### src/rtl/adder_ripple_pkg.sv
// Shared constants for the instrumented ripple-carry adder wrapper.
// Command and status bit positions on the LA3 bus.
package adder_ripple_pkg;

    localparam int unsigned WIDTH = 32;
    localparam int unsigned IO_W  = 38;
    localparam int unsigned CMD_W = 7;

    localparam int unsigned CMD_LOAD_A     = 0;
    localparam int unsigned CMD_LOAD_B     = 1;
    localparam int unsigned CMD_LOAD_EXT   = 2;
    localparam int unsigned CMD_LOAD_RING  = 3;
    localparam int unsigned CMD_LOAD_OMASK = 4;
    localparam int unsigned CMD_RUN        = 5;
    localparam int unsigned CMD_CLR        = 6;

    localparam int unsigned STATUS_CHAIN = 0;
    localparam int unsigned STATUS_CARRY = 1;

endpackage

### src/rtl/ripple_adder_core.sv
// Structural ripple-carry adder: one full-adder cell per bit, carry chained
// cell to cell so the critical path is the explicit chain.
module ripple_adder_core
    import adder_ripple_pkg::*;
(
    input  logic [WIDTH-1:0] a_eff,
    input  logic [WIDTH-1:0] b_input,
    output logic [WIDTH-1:0] sum,
    output logic             carry
);

    for (genvar i = 0; i < WIDTH; i++) begin : g_bit
        logic cin;
        logic cout;

        if (i == 0) begin : g_lsb
            assign cin = 1'b0;
        end else begin : g_chain
            assign cin = g_bit[i-1].cout;
        end

        assign sum[i] = a_eff[i] ^ b_input[i] ^ cin;
        assign cout   = (a_eff[i] & b_input[i]) | (cin & (a_eff[i] ^ b_input[i]));
    end

    assign carry = g_bit[WIDTH-1].cout;

endmodule

### src/rtl/wrapped_instrumented_adder_ripple.sv
// Caravel project wrapper: LA-driven operand/mask registers feeding a ripple
// adder whose registered sum can loop back into operand A, plus an edge counter.
module wrapped_instrumented_adder_ripple
    import adder_ripple_pkg::*;
(
    input  logic             wb_clk_i,
    input  logic             wb_rst_i,
    input  logic             active,
    input  logic [31:0]      la1_data_in,
    output logic [31:0]      la1_data_out,
    input  logic [31:0]      la1_oenb,
    input  logic [31:0]      la2_data_in,
    output logic [31:0]      la2_data_out,
    input  logic [31:0]      la2_oenb,
    input  logic [31:0]      la3_data_in,
    output logic [31:0]      la3_data_out,
    input  logic [31:0]      la3_oenb,
    input  logic [IO_W-1:0]  io_in,
    output logic [IO_W-1:0]  io_out,
    output logic [IO_W-1:0]  io_oeb
);

    logic [WIDTH-1:0] a_input;
    logic [WIDTH-1:0] b_input;
    logic [WIDTH-1:0] a_input_ext_bit_b;
    logic [WIDTH-1:0] a_input_ring_bit_b;
    logic [WIDTH-1:0] s_output_bit_b;
    logic [WIDTH-1:0] s_reg;
    logic [WIDTH-1:0] counter;
    logic             carry_reg;
    logic             chain_out;

    logic [CMD_W-1:0] cmd;
    logic [WIDTH-1:0] a_eff;
    logic [WIDTH-1:0] sum;
    logic             carry;
    logic             chain_out_next;

    logic unused_inputs;
    assign unused_inputs = ^{la1_oenb, la2_oenb, io_in,
                             la3_data_in[31:CMD_W], la3_oenb[31:CMD_W]};

    assign cmd = {CMD_W{active}} & la3_data_in[CMD_W-1:0] & ~la3_oenb[CMD_W-1:0];

    // Ring selection wins over the external operand; s_reg breaks the loop.
    assign a_eff = (a_input_ring_bit_b & s_reg)
                 | (~a_input_ring_bit_b & a_input_ext_bit_b & a_input);

    ripple_adder_core u_core (
        .a_eff   (a_eff),
        .b_input (b_input),
        .sum     (sum),
        .carry   (carry)
    );

    assign chain_out_next = |(sum & s_output_bit_b);

    always_ff @(posedge wb_clk_i) begin
        if (wb_rst_i) begin
            a_input            <= '0;
            b_input            <= '0;
            a_input_ext_bit_b  <= '0;
            a_input_ring_bit_b <= '0;
            s_output_bit_b     <= '0;
            s_reg              <= '0;
            counter            <= '0;
            carry_reg          <= 1'b0;
            chain_out          <= 1'b0;
        end else begin
            if (cmd[CMD_LOAD_A])     a_input            <= la1_data_in;
            if (cmd[CMD_LOAD_B])     b_input            <= la2_data_in;
            if (cmd[CMD_LOAD_EXT])   a_input_ext_bit_b  <= la1_data_in;
            if (cmd[CMD_LOAD_RING])  a_input_ring_bit_b <= la1_data_in;
            if (cmd[CMD_LOAD_OMASK]) s_output_bit_b     <= la2_data_in;

            if (cmd[CMD_RUN]) begin
                s_reg     <= sum;
                carry_reg <= carry;
                chain_out <= chain_out_next;
            end

            if (cmd[CMD_CLR]) begin
                counter <= '0;
            end else if (cmd[CMD_RUN] && !chain_out && chain_out_next) begin
                counter <= counter + 32'd1;
            end
        end
    end

    always_comb begin
        la1_data_out = '0;
        la2_data_out = '0;
        la3_data_out = '0;
        io_out       = '0;
        io_oeb       = '1;
        if (active) begin
            la1_data_out               = s_reg;
            la2_data_out               = counter;
            la3_data_out[STATUS_CHAIN] = chain_out;
            la3_data_out[STATUS_CARRY] = carry_reg;
            io_out[0]                  = chain_out;
            io_out[1]                  = carry_reg;
            io_oeb                     = '0;
        end
    end

endmodule

### config.mk
export PLATFORM = sky130hd
export DESIGN_NAME = wrapped_instrumented_adder_ripple
export DESIGN_NICKNAME = d
export VERILOG_FILES = /design/src/rtl/adder_ripple_pkg.sv /design/src/rtl/ripple_adder_core.sv /design/src/rtl/wrapped_instrumented_adder_ripple.sv
export SDC_FILE = /design/constraint.sdc
export NUM_CORES = 1
export LEC_CHECK = 0
export ABC_CLOCK_PERIOD_IN_PS = 15000
export CELL_PAD_IN_SITES_DETAIL_PLACEMENT = 0
export CELL_PAD_IN_SITES_GLOBAL_PLACEMENT = 2
export CORE_MARGIN = 2
export CORE_UTILIZATION = 24
export DETAILED_ROUTE_END_ITERATION = 10
export GPL_TIMING_DRIVEN = 0
export PLACE_DENSITY_LB_ADDON = 0.1
export SLEW_MARGIN = 20
export SYNTH_ARGS = -nofsm -noshare
export SYNTH_HDL_FRONTEND = slang
export SYNTH_HIERARCHICAL = 1
export SYNTH_SLANG_ARGS = --single-unit
### constraint.sdc
create_clock -name wb_clk_i -period 15 [get_ports wb_clk_i]
set_input_delay 1.5 -clock wb_clk_i [delete_from_list [all_inputs] [get_ports wb_clk_i]]
set_output_delay 1.5 -clock wb_clk_i [all_outputs]
set_load 0.01 [all_outputs]
==> flow_metrics.env, run 1 <==
export IMPL_status="completed"
export IMPL_hold_buffers=0
export IMPL_hp_class="flop to flop"
export IMPL_clkTransAtPathRegs_ps=60
export IMPL_antenna_left=0
export IMPL_core_area_um2=44300
export IMPL_dp_hpwl_um=30200
export IMPL_viasPerCell=4.12
export IMPL_slowest_delay_ps=420
export IMPL_period_minus_slack_ps=14500
export IMPL_ys_types=38
export IMPL_max_freq_ghz=0.0690
export IMPL_start_kind="flop"
export IMPL_crit_required_ps=15420
export IMPL_antenna_found_initial=1
export IMPL_grt_max_degree=44
export IMPL_dieArea_um2=46700
export IMPL_start_util_pct=24.4
export IMPL_nets=1928
export IMPL_gp_congestion=0.752
export IMPL_critPathSlowestCell="fa_1"
export IMPL_drt_initial_drc_count=410
export IMPL_grt_pass1_wl_um=58300
export IMPL_rsz0062_at_grt="no"
export IMPL_cp_end_kind="flop"
export IMPL_die_width_um=216
export IMPL_worst_pin_slew_ps=791
export IMPL_fin_tns_setup_ps=0
export IMPL_p_leak_nw=5.31
export IMPL_critical_path_arrival_ps=14920
export IMPL_finalCritPeriodShare_pct=96.6
export IMPL_drcViolationCount=0
export IMPL_powerDensity_nw_per_um2=98.3
export IMPL_p_clk_share_pct=46.7
export IMPL_critical_path_class="flop to flop"
export IMPL_grt_pass1_vias=9092
export IMPL_slew_headroom_pct=47.1
export IMPL_ys_flop_type="dfxtp_1"
export IMPL_cpMostUsedCell="fa_1"
export IMPL_setup_viol=0
export IMPL_clock_sinks=226
export IMPL_clock_latency_ps=550
export IMPL_cap_violations=0
export IMPL_grt_usage_pct=16.3
export IMPL_finalWirelength_um=38700
export IMPL_placed_area_um2=13600
export IMPL_seq_power_share_pct=43.3
export IMPL_synthToLayoutAreaGrowth_pct=36.0
export IMPL_cp_max_fo=10
export IMPL_fp_dieH_um=216
export IMPL_dr_pass1_iters=4
export IMPL_final_area_um2=14700
export IMPL_hold_violations=0
export IMPL_io_pins=405
export IMPL_syn_area_per_cell_um2=7.82
export IMPL_portBuffers=185
export IMPL_cts_buffer_depth=3
export IMPL_switchingPower_mw=0.360
export IMPL_synth_edff_count=0
export IMPL_yosysWarningCount=6
export IMPL_synthCells=1381
export IMPL_swShare_pct=25.0
export IMPL_yosysSeqAreaShare_pct=41.9
export IMPL_rows=77
export IMPL_p_comb_share_pct=10.0
export IMPL_vdd_drop_max_v=0.0000743
export IMPL_finalMaxSlewViolations=0
export IMPL_vias=9384
export IMPL_post_drt_wl_per_cell_um=17.0
export IMPL_ys_async_sr_fraction_pct=0
export IMPL_ys_ff_latch=226
export IMPL_htree_num_levels=1
export IMPL_cts_root_buf="clkbuf_16"
export IMPL_cts_made_buffers=28
export IMPL_internal_power_mw=1.08
export IMPL_layout_drive_gt1_share_pct=11.6
export IMPL_grt_overflow_total=0
export IMPL_cts_tree="yes"
export IMPL_finClkSkew_ps=12.8
export IMPL_synth_area_um2=10800
## through the flow
stage / worst slack (ps) / power (mW) / hold WS (ps) / util [%] / instances
after CTS: 20.5 / 1.47 / 454 / 32.8 / 2275
after global routing: 11.5 / 1.51 / 470 / 33.1 / 2276
after detailed placement: 57.1 / 0.783 / 447 / 30.8 / 2223
final: 504 / 1.44 / 452 / 33.1 / 2277
after floorplan: 1310 / 0.713 / 432 / - / 1446
after global placement: 83.8 / 0.783 / 441 / 30.8 / 2223
## worst paths after layout
kind	from	to	slack, ps	depth (start not counted)
worst max register to register	s_reg[0]	counter[23]	500	46
worst max-delay path	s_reg[0]	counter[23]	500	46
worst min register to register	a_input_ext_bit_b[12]	a_input_ext_bit_b[12]	450	2
worst min-delay path	a_input_ext_bit_b[12]	a_input_ext_bit_b[12]	450	2
## cells by family (layout without fill, tap and decap cells)
| logic type | Yosys count | after routing | synth area share (%) |
|---|---|---|---|
| flip-flops | 226 | 226 | 41.9 |
| AO/OA/AOI/OAI | 274 | 274 | 14.8 |
| XOR/XNOR | 29 | 29 | 2.35 |
| multiplexers | 2 | 2 | 0.197 |
| adder cells (fa/ha/maj) | 33 | 33 | 5.98 |
| buffers and inverters | 203 | 441 | 10.9 |
| AND/OR/NAND/NOR | 613 | 613 | 23.9 |
| other | 1 | 67 | 0.0347 |
## routing by layer
metal | track usage [%] | vias to the layer above | routed length (um)
li1 | - | 4890 | -
met1 | 23.1 | 4264 | 18900
met3 | 2.47 | 35 | 1810
met2 | 26.2 | 195 | 17400
met4 | 3.63 | 0 | 593
met5 | 0 | - | 0
## cell usage in the layout (no fill, tap or decap), types with 2 or more instances in the layout
cell type,netlist,routed
a2111oi_2,9,4
a2111oi_4,1,6
a211oi_1,11,6
a211oi_2,0,5
a21oi_1,198,198
a221oi_1,8,7
a22o_1,8,8
and2_1,62,62
and3_1,5,5
and4_1,5,5
buf_2,4,2
buf_4,108,108
clkbuf_1,74,80
clkbuf_16,0,29
clkbuf_4,0,2
clkbuf_8,0,7
clkdlybuf4s50_1,0,185
clkinv_2,0,8
conb_1,1,66
dfxtp_1,226,225
fa_1,31,27
fa_2,0,4
inv_1,17,16
nand2_1,469,469
nand3_1,6,6
nand4_1,5,5
nor2_1,47,47
o2111ai_1,4,4
o21ai_0,32,31
or2_2,7,7
xnor2_1,25,25
xor2_1,4,4
## area by class of cell
type                            count  area [um^2]
Sequential cell                   226         4530
Clock inverter                      9         70.1
Fill cell                        4796        29600
Timing Repair Buffer              186         1860
Antenna cell                        1         2.50
Buffer                            186         1120
Inverter                           17         63.8
Clock buffer                       43          848
Multi-Input combinational cell   1017         5450
Tap cell                          592          741
## synthesized netlist by cell type (2+ instances only)
cell       count  area, um^2
or2_2          7        43.8
a2111oi_2      9         135
buf_4        108         811
and2_1        62         388
and3_1         5        31.3
a21oi_1      198         991
xnor2_1       25         219
inv_1         17        63.8
a22o_1         8        70.1
nand2_1      469        1760
fa_1          31         621
a211oi_1      11        82.6
xor2_1         4        35.0
dfxtp_1      226        4520
and4_1         5        43.8
o2111ai_1      4        35.0
nor2_1        47         176
ha_1           2        25.0
o21ai_0       32         160
buf_2          4        20.0
nand4_1        5        31.3
clkbuf_1      74         278
nand3_1        6        30.0
a221oi_1       8        70.1
## worst max-delay path, delay by kind of cell, from the launching register on
family / cells / cell delay (ps)
adders and majority gates: 32 / 12160
xor gates and xnor gates: 1 / 150
AOI/OAI and AO/OA: 4 / 570
buffers and inverters: 6 / 780
DFF: 1 / 360
and+or+nand+nor: 3 / 330
## power groups by stage
stage	sequential, mW	clock, mW	combinational (mW)
floorplan	0.635	0	0.0774
global placement	0.638	0	0.145
detailed placement	0.638	0	0.145
CTS	0.625	0.698	0.145
global route	0.627	0.724	0.159
finish	0.625	0.674	0.144
## repair_timing
item,CTS,global route
resized for setup,0,22
endpoints found under the setup margin,0,33
buffers inserted,0,1
Power figures use the tool's default switching activity.
==> run 2, diff against run 1 <==
CTS_CLUSTER_DIAMETER = 40   (was default)
==> run 2 against run 1 <==
  * Critical path type unchanged
  * Largest cell class unchanged
  * Highest routed layer unchanged
  * Critical path depth stayed put
  * Maximum frequency increased by 0.18%
  * Clock skew grew 5.6 ps
  * Wire length increased by 0.94%
==> flow_metrics.env, run 2 (synthesis results as in run 1) <==
export IMPL_mostFrequentLayoutCells="nand2_1, dfxtp_1, a21oi_1"
export IMPL_clkTransAtPathRegs_ps=50
export IMPL_core_area_um2=44300
export IMPL_crit_end="counter[27]"
export IMPL_finalMaxSlewViolations=0
export IMPL_rsz0062_at_grt="no"
export IMPL_antenna_found_initial=0
export IMPL_nets=1948
export IMPL_clock_latency_ps=560
export IMPL_io_pins=405
export IMPL_dieArea_um2=46700
export IMPL_die_width_um=216
export IMPL_min_path_cells=2
export IMPL_grt_max_degree=44
export IMPL_layout_drive_gt1_share_pct=13.4
export IMPL_worst_pin_slew_ps=808
export IMPL_fp_dieH_um=216
export IMPL_hp_class="flop to flop"
export IMPL_cts_buffer_depth=3
export IMPL_power_total_mw=1.93
export IMPL_post_route_worst_setup_slack_ps=531
export IMPL_gp_congestion=0.752
export IMPL_hold_violations=0
export IMPL_finalWirelength_um=39100
export IMPL_clock_sinks=226
export IMPL_path_buf_inv=6
export IMPL_crit_required_ps=15420
export IMPL_cts_tree="yes"
export IMPL_final_common_cell="nand2_1"
export IMPL_finish_utilization_pct=35.1
export IMPL_finClkSkew_ps=18.4
export IMPL_cp_max_fo=10
export IMPL_vias=9521
export IMPL_critPathSlowestCell="fa_1"
export IMPL_critical_path_class="flop to flop"
export IMPL_regToRegStartpoint="s_reg[0]"
export IMPL_dr_pass1_iters=5
export IMPL_setup_worst_path_start="s_reg[0]"
export IMPL_cpMostUsedCell="fa_1"
export IMPL_htree_num_levels=2
export IMPL_max_freq_ghz=0.0691
export IMPL_period_minus_slack_ps=14470
export IMPL_vdd_drop_max_v=0.0000774
export IMPL_cts_root_buf="clkbuf_16"
export IMPL_hold_buffers=0
export IMPL_r2r_end="counter[27]"
export IMPL_grt_overflow_total=0
export IMPL_rows=77
export IMPL_start_kind="flop"
export IMPL_fin_tns_setup_ps=0
export IMPL_finalCritPeriodShare_pct=96.5
export IMPL_start_util_pct=24.4
export IMPL_path_delay_family="adder cells"
export IMPL_critical_path_arrival_ps=14890
export IMPL_reg2regPathDepth=46
export IMPL_place_ws_ps=57.1
export IMPL_dp_hpwl_um=30200
export IMPL_powerDensity_nw_per_um2=124
export IMPL_viasPerCell=4.11
export IMPL_portBuffers=185
export IMPL_cts_made_buffers=48
export IMPL_cap_violations=0
export IMPL_antenna_left=0
export IMPL_drt_initial_drc_count=379
export IMPL_grt_usage_pct=16.7
export IMPL_setup_viol=0
export IMPL_post_drt_wl_per_cell_um=16.9
export IMPL_cp_end_kind="flop"
export IMPL_synthToLayoutAreaGrowth_pct=43.9
export IMPL_p_leak_nw=5.71
export IMPL_grt_pass1_vias=9315
export IMPL_grt_pass1_wl_um=58900
export IMPL_cp_num_cells=46
export IMPL_slowest_delay_ps=420
export IMPL_drcViolationCount=0
export IMPL_slew_headroom_pct=45.9
export IMPL_rrSetupSlack_ps=530
export IMPL_status="completed"
-- run 2: worst min-delay path by stage --
| stage | start | to | slack (ps) |
|---|---|---|---|
| after floorplan | carry_reg | carry_reg | 430 |
| after global placement | a_input_ext_bit_b[7] | a_input_ext_bit_b[7] | 440 |
| after detailed placement | a_input[5] | a_input[5] | 450 |
| after CTS | a_input_ext_bit_b[20] | a_input_ext_bit_b[20] | 450 |
| after global routing | a_input[31] | a_input[31] | 470 |
| final | a_input_ext_bit_b[12] | a_input_ext_bit_b[12] | 450 |
-- run 2: layer usage --
metal	part of all wire (%)	vias up	track usage (%)	wire length [um]
li1	-	4945	-	-
met1	49	4329	23.1	19000
met2	45	212	26.3	17700
met3	4.5	35	3.13	1750
met4	1.6	0	4.77	612
met5	0	-	0	0
-- run 2: worst min-delay path, stage by stage (launching register included) --
cell     delay, ps
dfxtp_1        300
nand2_1         50
a21oi_1         50
-- run 2: power breakdown --
part / leakage, nW / total [mW] / switching (mW) / internal, mW
clock network: 0.863 / 1.16 / 0.352 / 0.810
logic: 3.02 / 0.144 / 0.0809 / 0.0635
registers: 1.83 / 0.627 / 0.00985 / 0.617
total: 5.71 / 1.93 / 0.443 / 1.49
-- run 2: what timing repair did --
item                       CTS  global route
setup endpoints to repair    0            33
resized for setup            0            22
buffers inserted             0             1
-- run 2: layout make-up --
class | instances | area [um^2]
Timing Repair Buffer | 186 | 1860
Clock buffer | 67 | 1420
Antenna cell | 2 | 5.00
Sequential cell | 226 | 4530
Clock inverter | 22 | 368
Fill cell | 4711 | 28800
Buffer | 186 | 1120
Multi-Input combinational cell | 1017 | 5440
Tap cell | 592 | 741
Inverter | 17 | 63.8
-- run 2: through the flow --
stage | std cells | instance area [um^2] | hold WS (ps)
CTS | 2312 | 15400 | 453
global route | 2313 | 15500 | 469
global placement | 2223 | 13600 | 441
detailed placement | 2223 | 13600 | 447
finish | 2315 | 15500 | 451
floorplan | 1446 | 11000 | 432
==> run 3, diff against run 2 <==
CTS_BUF_LIST = sky130_fd_sc_hd__clkbuf_8 sky130_fd_sc_hd__clkbuf_16   (was default)
==> run 3 against run 2 <==
  * Final area about the same
  * Core utilization about the same
  * Maximum frequency about the same
  * Worst setup slack got worse by 6.1 ps
  * Sequential cell count unchanged
  * Clock skew about the same
  * Sequential power about the same
  * Hold slack about the same
  * Die area unchanged
  * Critical path type unchanged
  * Critical endpoint unchanged
==> flow_metrics.env, run 3 (synthesis results as in run 1) <==
export IMPL_cp_max_fo=10
export IMPL_cts_tree="yes"
export IMPL_worst_pin_slew_ps=813
export IMPL_fin_tns_setup_ps=0
export IMPL_final_cells=2314
export IMPL_critical_path_arrival_ps=14900
export IMPL_crit_required_ps=15420
export IMPL_setup_viol=0
export IMPL_n_fill_cell=4712
export IMPL_multiInputGateArea_um2=5440
export IMPL_finish_utilization_pct=35.0
export IMPL_critPathSlowestCell="fa_1"
export IMPL_antenna_found_initial=0
export IMPL_p_leak_nw=5.74
export IMPL_cap_violations=0
export IMPL_rows=77
export IMPL_period_minus_slack_ps=14480
export IMPL_dieArea_um2=46700
export IMPL_nets=1948
export IMPL_cts_root_buf="clkbuf_16"
export IMPL_dr_pass1_iters=4
export IMPL_clock_latency_ps=560
export IMPL_finalMaxSlewViolations=0
export IMPL_htree_num_levels=2
export IMPL_clock_sinks=226
export IMPL_mostFrequentLayoutCells="nand2_1, dfxtp_1, a21oi_1"
export IMPL_rsz0062_at_grt="no"
export IMPL_power_total_mw=1.93
export IMPL_finClkSkew_ps=18.4
export IMPL_place_ws_ps=57.1
export IMPL_grt_usage_pct=16.7
export IMPL_hold_violations=0
export IMPL_finalWirelength_um=39100
export IMPL_grt_pass1_wl_um=58900
export IMPL_whs_ps=450
export IMPL_cp_end_kind="flop"
export IMPL_drcViolationCount=0
export IMPL_grt_pass1_vias=9315
export IMPL_start_kind="flop"
export IMPL_status="completed"
export IMPL_core_area_um2=44300
export IMPL_drt_initial_drc_count=380
export IMPL_post_route_worst_setup_slack_ps=524
export IMPL_placed_area_um2=13600
export IMPL_slew_headroom_pct=45.6
export IMPL_powerDensity_nw_per_um2=124
export IMPL_final_common_cell="nand2_1"
export IMPL_portBuffers=185
export IMPL_dp_hpwl_um=30200
export IMPL_max_freq_ghz=0.0691
export IMPL_cts_buffer_depth=3
export IMPL_start_util_pct=24.4
export IMPL_antenna_left=0
export IMPL_synthToLayoutAreaGrowth_pct=43.9
export IMPL_grt_max_degree=44
export IMPL_post_drt_wl_per_cell_um=16.9
export IMPL_gp_congestion=0.752
export IMPL_hp_class="flop to flop"
export IMPL_ff_latch_area_um2=4530
export IMPL_grt_overflow_total=0
export IMPL_slowest_delay_ps=420
export IMPL_dp_cells=2223
export IMPL_cts_made_buffers=48
export IMPL_final_area_um2=15500
export IMPL_io_pins=405
export IMPL_finalCritPeriodShare_pct=96.5
export IMPL_cpMostUsedCell="fa_1"
export IMPL_critical_path_class="flop to flop"
export IMPL_die_width_um=216
export IMPL_clkTransAtPathRegs_ps=50
export IMPL_viasPerCell=4.11
export IMPL_fp_dieH_um=216
export IMPL_vias=9518
export IMPL_layout_drive_gt1_share_pct=13.4
export IMPL_vdd_drop_max_v=0.0000773
run 3: timing repair:
action | CTS | global route
resized for setup | 0 | 22
hold buffers | 0 | 0
setup buffers | 0 | 1
endpoints found under the setup margin | 0 | 33
run 3: final timing paths:
kind	startpoint	slack [ps]	cells past startpoint	end
worst max-delay path	s_reg[0]	520	46	counter[27]
worst min-delay path	a_input_ext_bit_b[12]	450	2	a_input_ext_bit_b[12]
worst max register to register	s_reg[0]	520	46	counter[27]
worst min register to register	a_input_ext_bit_b[12]	450	2	a_input_ext_bit_b[12]
run 3: critical path, delay by kind of cell, from the launching register on:
kind                     cells  cell delay, ps
adder cells (fa/ha/maj)     32           12190
XOR/XNOR                     1             150
AO/OA/AOI/OAI                4             600
buffers and inverters        6             680
flip-flops                   1             360
AND/OR/NAND/NOR              3             340
run 3: metal layers:
layer	wire length (um)	vias to the layer above	GRT usage (%)
li1	-	4943	-
met1	19000	4333	23.1
met2	17700	206	26.3
met3	1740	36	3.13
met4	623	0	4.77
met5	0	-	0
run 3: cell type report:
type | count | area share [%]
Multi-Input combinational cell | 1017 | 35.0
Sequential cell | 226 | 29.1
Timing Repair Buffer | 186 | 12.0
Clock buffer | 60 | 8.94
Buffer | 186 | 7.20
Tap cell | 592 | 4.77
Clock inverter | 29 | 2.54
Inverter | 17 | 0.411
Antenna cell | 1 | 0.0161
run 3: power by group:
group          leakage [nW]  internal, mW  switching, mW  total, mW
clock network         0.892         0.805          0.352       1.16
registers              1.83         0.617        0.00983      0.627
logic                  3.02        0.0635         0.0809      0.144
